## src/rtl/red_pitaya_dacbuf_wr.sv

```systemverilog
// DAC buffer writer: streams 64-bit sample words into ping-pong
// half-buffers of a selected DAC channel, gated by half-free flags.
module red_pitaya_dacbuf_wr #(
  parameter int AW = 12,
  parameter int CW = 16
) (
  input  logic          dacbuf_clk_i,
  input  logic          dacbuf_rstn_i,
  input  logic          cfg_en_i,
  input  logic          cfg_ch_i,
  input  logic [CW-1:0] cfg_halves_i,
  input  logic [63:0]   s_tdata_i,
  input  logic          s_tvalid_i,
  output logic          s_tready_o,
  input  logic [1:0]    dacbuf_ready_a_i,
  input  logic [1:0]    dacbuf_ready_b_i,
  output logic [1:0]    dacbuf_select_o,
  output logic [AW-1:0] dacbuf_waddr_o,
  output logic [63:0]   dacbuf_wdata_o,
  output logic          dacbuf_valid_o,
  output logic          sts_busy_o,
  output logic          sts_done_o,
  output logic [CW-1:0] sts_halves_o
);

  localparam int NW = AW - 1;

  typedef enum logic [1:0] {
    S_IDLE,
    S_WAIT,
    S_FILL,
    S_DONE
  } state_e;

  state_e          state_q, state_d;
  logic            ch_q, ch_d;
  logic [CW-1:0]   lim_q, lim_d;
  logic            h_q, h_d;
  logic [NW-1:0]   n_q, n_d;
  logic [CW-1:0]   halves_q, halves_d;
  logic            valid_q, valid_d;
  logic [1:0]      sel_q, sel_d;
  logic [AW-1:0]   waddr_q, waddr_d;
  logic [63:0]     wdata_q, wdata_d;

  logic [1:0]      rdy;
  logic            beat;
  logic            last;
  logic [CW-1:0]   halves_inc;

  assign rdy        = ch_q ? dacbuf_ready_b_i : dacbuf_ready_a_i;
  assign beat       = (state_q == S_FILL) & s_tvalid_i;
  assign last       = &n_q;
  assign halves_inc = halves_q + CW'(1);

  always_comb begin
    state_d  = state_q;
    ch_d     = ch_q;
    lim_d    = lim_q;
    h_d      = h_q;
    n_d      = n_q;
    halves_d = halves_q;
    unique case (state_q)
      S_IDLE: begin
        if (cfg_en_i) begin
          state_d  = S_WAIT;
          ch_d     = cfg_ch_i;
          lim_d    = cfg_halves_i;
          h_d      = 1'b0;
          n_d      = '0;
          halves_d = '0;
        end
      end
      S_WAIT: begin
        if (!cfg_en_i)
          state_d = S_IDLE;
        else if (rdy[h_q])
          state_d = S_FILL;
      end
      S_FILL: begin
        if (beat) begin
          n_d = n_q + NW'(1);
          if (last) begin
            h_d      = ~h_q;
            halves_d = halves_inc;
          end
        end
        // abort wins, but the beat of this cycle is still written
        if (!cfg_en_i)
          state_d = S_IDLE;
        else if (beat && last)
          state_d = ((lim_q != '0) && (halves_inc == lim_q))
                    ? S_DONE : S_WAIT;
      end
      S_DONE: begin
        if (!cfg_en_i)
          state_d = S_IDLE;
      end
      default: state_d = S_IDLE;
    endcase
  end

  always_comb begin
    valid_d = beat;
    sel_d   = 2'b00;
    waddr_d = waddr_q;
    wdata_d = wdata_q;
    if (beat) begin
      sel_d   = ch_q ? 2'b10 : 2'b01;
      waddr_d = {h_q, n_q};
      wdata_d = s_tdata_i;
    end
  end

  always_ff @(posedge dacbuf_clk_i or negedge dacbuf_rstn_i) begin
    if (!dacbuf_rstn_i) begin
      state_q  <= S_IDLE;
      ch_q     <= 1'b0;
      lim_q    <= '0;
      h_q      <= 1'b0;
      n_q      <= '0;
      halves_q <= '0;
      valid_q  <= 1'b0;
      sel_q    <= 2'b00;
      waddr_q  <= '0;
      wdata_q  <= '0;
    end else begin
      state_q  <= state_d;
      ch_q     <= ch_d;
      lim_q    <= lim_d;
      h_q      <= h_d;
      n_q      <= n_d;
      halves_q <= halves_d;
      valid_q  <= valid_d;
      sel_q    <= sel_d;
      waddr_q  <= waddr_d;
      wdata_q  <= wdata_d;
    end
  end

  assign s_tready_o      = (state_q == S_FILL);
  assign dacbuf_valid_o  = valid_q;
  assign dacbuf_select_o = sel_q;
  assign dacbuf_waddr_o  = waddr_q;
  assign dacbuf_wdata_o  = wdata_q;
  assign sts_busy_o      = (state_q != S_IDLE);
  assign sts_done_o      = (state_q == S_DONE);
  assign sts_halves_o    = halves_q;

endmodule

```

## config.mk

```make
export PLATFORM = sky130hd
export DESIGN_NAME = red_pitaya_dacbuf_wr
export DESIGN_NICKNAME = d
export VERILOG_FILES = /design/src/rtl/red_pitaya_dacbuf_wr.sv
export SDC_FILE = /design/constraint.sdc
export NUM_CORES = 1
export LEC_CHECK = 0
export BUFFER_PORTS_ARGS = -buffer_cell sky130_fd_sc_hd__buf_2
export CAP_MARGIN = 15
export CORE_ASPECT_RATIO = 1.1
export CORE_MARGIN = 10
export CORE_UTILIZATION = 32
export CTS_CLUSTER_SIZE = 12
export DETAILED_ROUTE_END_ITERATION = 10
export GPL_TIMING_DRIVEN = 0
export SLEW_MARGIN = 5
export SYNTH_ARGS = -nofsm -noshare
export SYNTH_HDL_FRONTEND = slang
export SYNTH_SLANG_ARGS = --single-unit
```

## constraint.sdc

```tcl
create_clock -name dacbuf_clk_i -period 4.4 [get_ports dacbuf_clk_i]
set_input_delay 0.88 -clock dacbuf_clk_i [delete_from_list [all_inputs] [get_ports dacbuf_clk_i]]
set_output_delay 0.88 -clock dacbuf_clk_i [all_outputs]
set_load 0.02 [all_outputs]
```

Yosys cells after proc, flatten, opt, wreduce, memory -nomap -nowiden
Cells that the tools add are included.
- $add $sub $neg: 2
- magnitude comparators: 1
- equal/unequal tests: 10
- muxes and demuxes: 24
- bitwise operators: 2
- reductions and logical operators: 11
- operators by type and width (cell ; count):
    2-to-1 mux 16 bit ; 3
    case mux 16 bit (2 select lines) ; 1
    2-to-1 mux 11 bit ; 2
    case mux 11 bit (2 select lines) ; 1
    2-to-1 mux 2 bit ; 10
    adder 16 x 1 -> 16 bit (second input constant) ; 1
    equality test 16 bit ; 1
    nonzero test 16 bit ; 1
    adder 11 x 1 -> 11 bit (second input constant) ; 1
    AND reduction 11 bit ; 1
    case mux 2 bit (4 select lines) ; 1
    AND reduction 4 bit ; 2
    2-to-1 mux 1 bit ; 5
    equality test 2 bit (second input constant) ; 2
    != test 2 x 1 -> 1 bit (second input constant) ; 2
    != test 2 bit (second input constant) ; 2
    nonzero test 2 bit ; 2
    != test 3 x 2 -> 1 bit (second input constant) ; 1
    != test 3 bit (second input constant) ; 1
    AND reduction 3 bit ; 1
    equality test 2 x 1 -> 1 bit (second input constant) ; 1
    logical AND 1 bit ; 2
    zero test 2 bit ; 1
    < comparator 1 x 2 -> 1 bit (second input constant) ; 1
    other kinds (4) ; 4
- bits in registers: 126
- input bits: 89
- output and inout bits: 98
- word-level logic and storage cells: 60

Depth between registers and ports, before layout
Gate-level depths: netlist of run 1.
- depth after elaboration: 7
- gate-level depth with buffers: 11
- gate-level depth less buffers: 8

Worst setup path before layout of run 1
Ideal clock, no wire load.
- path kind: reg-to-reg
- start: reg halves_q[0], in the netlist sts_halves_o[0]
- end: reg state_q[1]
- arrival: 2512 ps
- slack: 1794 ps
- stages on the path, launching flop included: 10
- buffers on the path: 1
- clock period less this slack: 2606 ps
- cell sequence: dfrtp_1 -> ha_1 -> buf_2 -> nand3_1 -> nor4_1 -> xor2_1 -> mux2i_1 -> a21oi_1 -> or4_1 -> a221oi_2
- cells in the longest elaborated chain, start to end: 7
- RTL lines (item ; line ; text):
    start: declaration ; 40 ; logic [CW-1:0] halves_q, halves_d;
    start signal: assignment ; 133 ; halves_q <= halves_d;
    adder 16 x 1 -> 16 bit ; 54 ; assign halves_inc = halves_q + CW'(1);
    equality test 16 bit ; 92 ; state_d = ((lim_q != '0) && (halves_inc == lim_q))
    logical AND 1 bit ; 92 ;
    2-to-1 mux 2 bit ; 93 ; ? S_DONE : S_WAIT;
    2-to-1 mux 2 bit ; 91 ; else if (beat && last)
    2-to-1 mux 2 bit ; 89 ; if (!cfg_en_i)
    case mux 2 bit (4 select lines) ; 63 ; unique case (state_q)
    end signal: assignment ; 128 ; state_q <= state_d;
    end: declaration ; 35 ; state_e state_q, state_d;
Every way passes these cells. The select of a mux whose other input is x is not followed.
A chain may end at the register's enable or synchronous reset.

Final worst setup path of run 1
Same ends and word-level chain as after synthesis.

==> flow_metrics.tcl, run 1 <==
set metrics [dict create \
    status "finished, final reports clean" \
    clock_tree.root_cell "clkbuf_16" \
    synth_cells 614 \
    syn_area_um2 5670 \
    start_kind "flip-flop" \
    io_buffers 186 \
    antenna_found_initial 0 \
    antennaDiodeCount 0 \
    vias 4952 \
    peakVddDrop_mv 0.285 \
    crit_type "reg -> reg" \
    yosys.area.top_type "dfrtp_1" \
    synth_edf_count 0 \
    dieArea_um2 23400 \
    rows 50 \
    setup_violations 0 \
    fin_setup_tns_ps 0 \
    syn_to_final_growth_pct 32.9 \
    max_freq_mhz 329 \
    clk_path_buf_depth 2 \
    hp-class "in -> async" \
    crit_family "simple AND/OR/NAND/NOR gates" \
    cts_made_buffers 17 \
    synth_nets 705 \
    wl_per_cell_um 16.2 \
    grt_pass1_wl_um 27700 \
    grt_pass1_vias 5008 \
    drive_gt1_share_pct 30.9 \
    clk_latency_ps 420 \
    place.detailed.hpwl_um 12800 \
    die_h_um 160 \
    fin_crit_ps 3040 \
    drv_slew 0 \
    pin_count 187 \
    antenna_left 0 \
    power.density_nw_per_um2 583 \
    cts_post_setup_buffers_inserted 0 \
    routabilityCongestion 0.876 \
    cts_tree "built" \
    slowest_stage "or4_1" \
    drc 0 \
    grt.overflow.total 0 \
    clk_pin_slew_ps 60 \
    synth_cell_type_count 47 \
    htreeDepth 4 \
    die_x_um 147 \
    place_area_um2 6920 \
    coreArea_um2 17200 \
    yosysWarnings 0 \
    worstPathArrival_ps 3360 \
    ys_seq_area_share_pct 55.6 \
    synth_area_leaders "dfrtp_1 (56%), nand2_1 (16%), mux2_2 (3.2%)" \
    path_buf_inv 1 \
    fin_area_um2 7530 \
    crit_fanout 10 \
    cts_sinks 126 \
    end_kind "flip-flop" \
    cp_cell_sequence "ha_1 -> buf_2 -> nand3_1 -> nor4_1 -> xor2_1 -> mux2i_1 -> a21oi_1 -> or4_1 -> a221oi_2" \
    drt-vias-per-instance 4.64 \
    crit_path_max_incr_delay_ps 600 \
    leakagePower_nw 3.96 \
    synth_flop_cell "dfrtp_1" \
    skew_ps 10.1 \
    worst_pin_slew_ps 818 \
    synth_seq_cells 126 \
    maxCapViolations 0 \
    drt-total-wl_um 17300 \
    cts_resized 0 \
    final_nets 911 \
    drtIter0Drc 251 \
    slew_headroom_pct 45.1 \
    cp.required_ps 4720 \
    postCtsHoldBufs 0 \
    grtUsageTotal_pct 14.8 \
    rsz0062_at_grt "no" \
    dr.pass1.iters 4 \
    grt_max_degree 90 \
    start_util_pct 32.9 \
    hold_viol 0 \
    avgSynthCellArea_um2 9.23 \
    finalCritPeriodShare_pct 69.1 \
    synth_top_area_share_pct 55.6 \
    async_flop_share_pct 100 \
]
[layout make-up]
type                    count  area (µm²)
clock buffers              18         439
fillers                  1701        9670
well taps                 234         293
clock inverters            14         166
repair buffers            187         965
flip-flops and latches    126        3150
plain buffers              33         155
inverters                   9        33.8
multi-input cells         446        2320
[sequential cells by signal, indices dropped and copies added, names as in the netlist]
register,count
state_q,2
ch_q,1
dacbuf_waddr_o,12
dacbuf_valid_o,1
n_q,11
dacbuf_select_o,2
h_q,1
dacbuf_wdata_o,64
sts_halves_o,16
lim_q,16
[placed cells by master (no fill, tap or decap), types with 2 or more instances in the layout]
master        n
nand2_1     243
buf_2       189
dfrtp_1     126
nor2_1       27
clkbuf_1     22
o21ai_0      22
a21oi_1      19
clkbuf_16    17
mux2_2       16
xnor2_1      16
nand3_1      13
xor2_1       12
a31oi_1      11
inv_1         9
nor4_1        9
and3_1        6
and4_1        5
nor3_1        4
clkinv_2      4
clkinvlp_4    4
and2_1        3
buf_6         3
buf_4         3
nand3_2       3
a22o_1        3
o31ai_1       3
bufinv_16     3
buf_1         2
nand4_2       2
mux2i_1       2
nor3b_1       2
o211ai_1      2
or4_1         2
or3_1         2
nand4_1       2
ha_1          2
inv_6         2
[layer usage]
layer / share of wire, % / track usage (%) / wire (µm)
met1: 42 / 17.7 / 7330
met2: 47 / 23.0 / 8090
met3: 9.7 / 6.79 / 1690
met4: 1.3 / 4.69 / 224
met5: 0 / 0 / 0
[synth_stat cells (all sizes together), types with 5 or more instances]
cell and instances:
buf 11, a21oi 19, a31oi 11, nor4 10, o21ai 23, inv 9, dfrtp 126, nand2 243
nor2 27, and4 5, xnor2 17, and3 7, nand3 16, mux2 16, xor2 12, clkbuf 22
[logic make-up (layout without fill, tap and decap cells)]
kind of cell	after synthesis	in the layout	synth area share, %
and+or+nand+nor	329	329	25.0
xor gates and xnor gates	29	29	4.61
AOI/OAI and AO/OA	67	67	7.04
DFF	126	126	55.6
adders and majority gates	2	2	0.442
buffers and inverters	42	261	3.33
muxes	19	19	3.93
[power breakdown]
group	internal (W)	total, W	switching, W
clock	0.000905	0.00145	0.000548
combinational	0.000437	0.00124	0.000803
sequential	0.00149	0.00169	0.000204
[through the flow]
| step | utilization (%) | worst slack (ps) | total power (W) | cells | hold WS [ps] |
|---|---|---|---|---|---|
| floorplan | - | 1790 | 0.00244 | 614 | 463 |
| global placement | 40.1 | 622 | 0.00295 | 1034 | 453 |
| detailed placement | 40.2 | 1490 | 0.00297 | 1035 | 457 |
| CTS | 43.8 | 1430 | 0.00445 | 1067 | 362 |
| global route | 43.8 | 1170 | 0.00466 | 1067 | 369 |
| finish | 43.8 | 1360 | 0.00439 | 1067 | 362 |
[path summary, 6_finish.rpt]
check / endpoint / slack (ps) / cells after the start / startpoint
worst max-delay path: state_q[1] / 1360 / 9 / sts_halves_o[0]
worst min register to register: dacbuf_wdata_o[44] / 460 / 2 / dacbuf_wdata_o[44]
min in group dacbuf_clk_i: dacbuf_wdata_o[44] / 460 / 2 / dacbuf_wdata_o[44]
worst max register to register: state_q[1] / 1360 / 9 / sts_halves_o[0]
max in group asynchronous: dacbuf_wdata_o[49] / 3260 / 2 / dacbuf_rstn_i
worst min-delay path: lim_q[4] / 360 / 1 / dacbuf_rstn_i
No activity file was read; power rests on OpenSTA's default activity.
==> inputs of run 2 (changes only) <==
Clock period 4.4 ns to 2.69 ns, I/O delays scaled along.
==> run 2 against run 1 <==
Compared with the run above: total power up 64%; largest cell class unchanged; die area stayed put; critical path type unchanged; register-to-register slack got worse by 1200 ps.
==> flow_metrics.tcl, run 2 (synthesis results as in run 1) <==
set metrics [dict create \
    most-common-layout-cells "nand2_1 (243), buf_2 (188), dfrtp_1 (124), nor2_1 (26), o21ai_0 (22)" \
    largest_reg_flops 64 \
    clk_pin_slew_ps 60 \
    worst_pin_slew_ps 823 \
    peakVddDrop_mv 0.465 \
    grt_max_degree 90 \
    hp-class "in -> async" \
    antenna_found_initial 0 \
    drc 0 \
    io_buffers 186 \
    die_h_um 160 \
    drt-vias-per-instance 4.62 \
    hold_viol 0 \
    finalCritPeriodShare_pct 95.5 \
    rsz0062_at_grt "yes" \
    clock_tree.root_cell "clkbuf_16" \
    maxCapViolations 0 \
    drive_gt1_share_pct 31.7 \
    holdWs_ps 17.8 \
    power.density_nw_per_um2 949 \
    wl_per_cell_um 16.3 \
    antenna_left 0 \
    setup_violations 0 \
    start_util_pct 32.9 \
    fin_area_um2 7560 \
    max_freq_mhz 389 \
    drv_slew 0 \
    place.detailed.hpwl_um 12800 \
    fin_setup_tns_ps 0 \
    cts_made_buffers 17 \
    worstPathArrival_ps 2900 \
    final_nets 910 \
    dieArea_um2 23400 \
    status "finished, final reports clean" \
    final_common_cell "nand2_1" \
    fin_crit_ps 2570 \
    leakagePower_nw 3.98 \
    dr.pass1.iters 4 \
    skew_ps 10.7 \
    place_area_um2 6920 \
    pin_count 187 \
    rows 50 \
    antennaDiodeCount 0 \
    cp.required_ps 3020 \
    clk_path_buf_depth 2 \
    htreeDepth 4 \
    cts_sinks 126 \
    slew_headroom_pct 44.8 \
    grtUsageTotal_pct 14.8 \
    die_x_um 147 \
    syn_to_final_growth_pct 33.5 \
    crit_fanout 10 \
    start_kind "flip-flop" \
    grt_pass1_vias 5011 \
    drtIter0Drc 239 \
    coreArea_um2 17200 \
    end_kind "flip-flop" \
    grt.overflow.total 0 \
    grt_pass1_wl_um 27700 \
    clk_latency_ps 420 \
    cts_tree "built" \
    routabilityCongestion 0.876 \
    drt-total-wl_um 17400 \
    vias 4930 \
    postCtsHoldBufs 0 \
    crit_type "reg -> reg" \
]
run 2: repair_timing:
action | in CTS | in global routing
pin swaps | 0 | 0
resized for setup | 4 | 7
setup buffers | 0 | 0
endpoints found under the setup margin | 21 | 30
hold endpoints to repair | 0 | 0
run 2: layout make-up:
class,count,area (µm²)
inverters,9,33.8
flip-flops and latches,126,3160
repair buffers,187,965
well taps,234,293
clock buffers,18,439
multi-input cells,446,2350
plain buffers,32,156
clock inverters,14,166
fillers,1699,9640
run 2: path summary, 6_finish.rpt:
kind	from	end	slack [ps]	depth (start not counted)
max in group asynchronous	dacbuf_rstn_i	dacbuf_wdata_o[49]	1890	2
min	dacbuf_rstn_i	lim_q[4]	20	1
max reg2reg	sts_halves_o[0]	state_q[1]	120	9
min reg2reg	dacbuf_wdata_o[44]	dacbuf_wdata_o[44]	460	2
max	sts_halves_o[0]	state_q[1]	120	9
min in group dacbuf_clk_i	s_tdata_i[21]	dacbuf_wdata_o[21]	300	3
run 2: metrics by stage:
stage / cells / total power [W] / utilization (%) / setup WS (ps)
2_1_floorplan: 614 / 0.00400 / - / 84.1
3_3_place_gp: 1034 / 0.00483 / 40.1 / -746
3_5_place_dp: 1035 / 0.00486 / 40.2 / -220
4_1_cts: 1067 / 0.00728 / 43.8 / 11.6
5_1_grt: 1066 / 0.00762 / 44.0 / -82.7
6_report: 1066 / 0.00718 / 44.0 / 120
run 2: power breakdown:
| part | internal [W] | total (W) | switching, W |
|---|---|---|---|
| Combinational | 0.000715 | 0.00203 | 0.00131 |
| Clock | 0.00148 | 0.00238 | 0.000895 |
| Sequential | 0.00244 | 0.00277 | 0.000332 |
run 2: worst max-delay path, stage by stage (launching register included):
cell and delay [ps]:
dfrtp_2 440, ha_1 180, clkbuf_4 210, nand3_4 150
nor4_2 280, mux2i_1 120, mux2i_1 170, a21oi_1 100
or4_1 590, a221oi_2 250
run 2: per-layer routing:
layer / track usage (%) / up-vias / share of wire [%]
li1: - / 2445 / -
met2: 23.0 / 177 / 47
met3: 6.79 / 11 / 9.4
met4: 4.69 / 0 / 1.0
met1: 17.7 / 2297 / 43
met5: 0 / - / 0
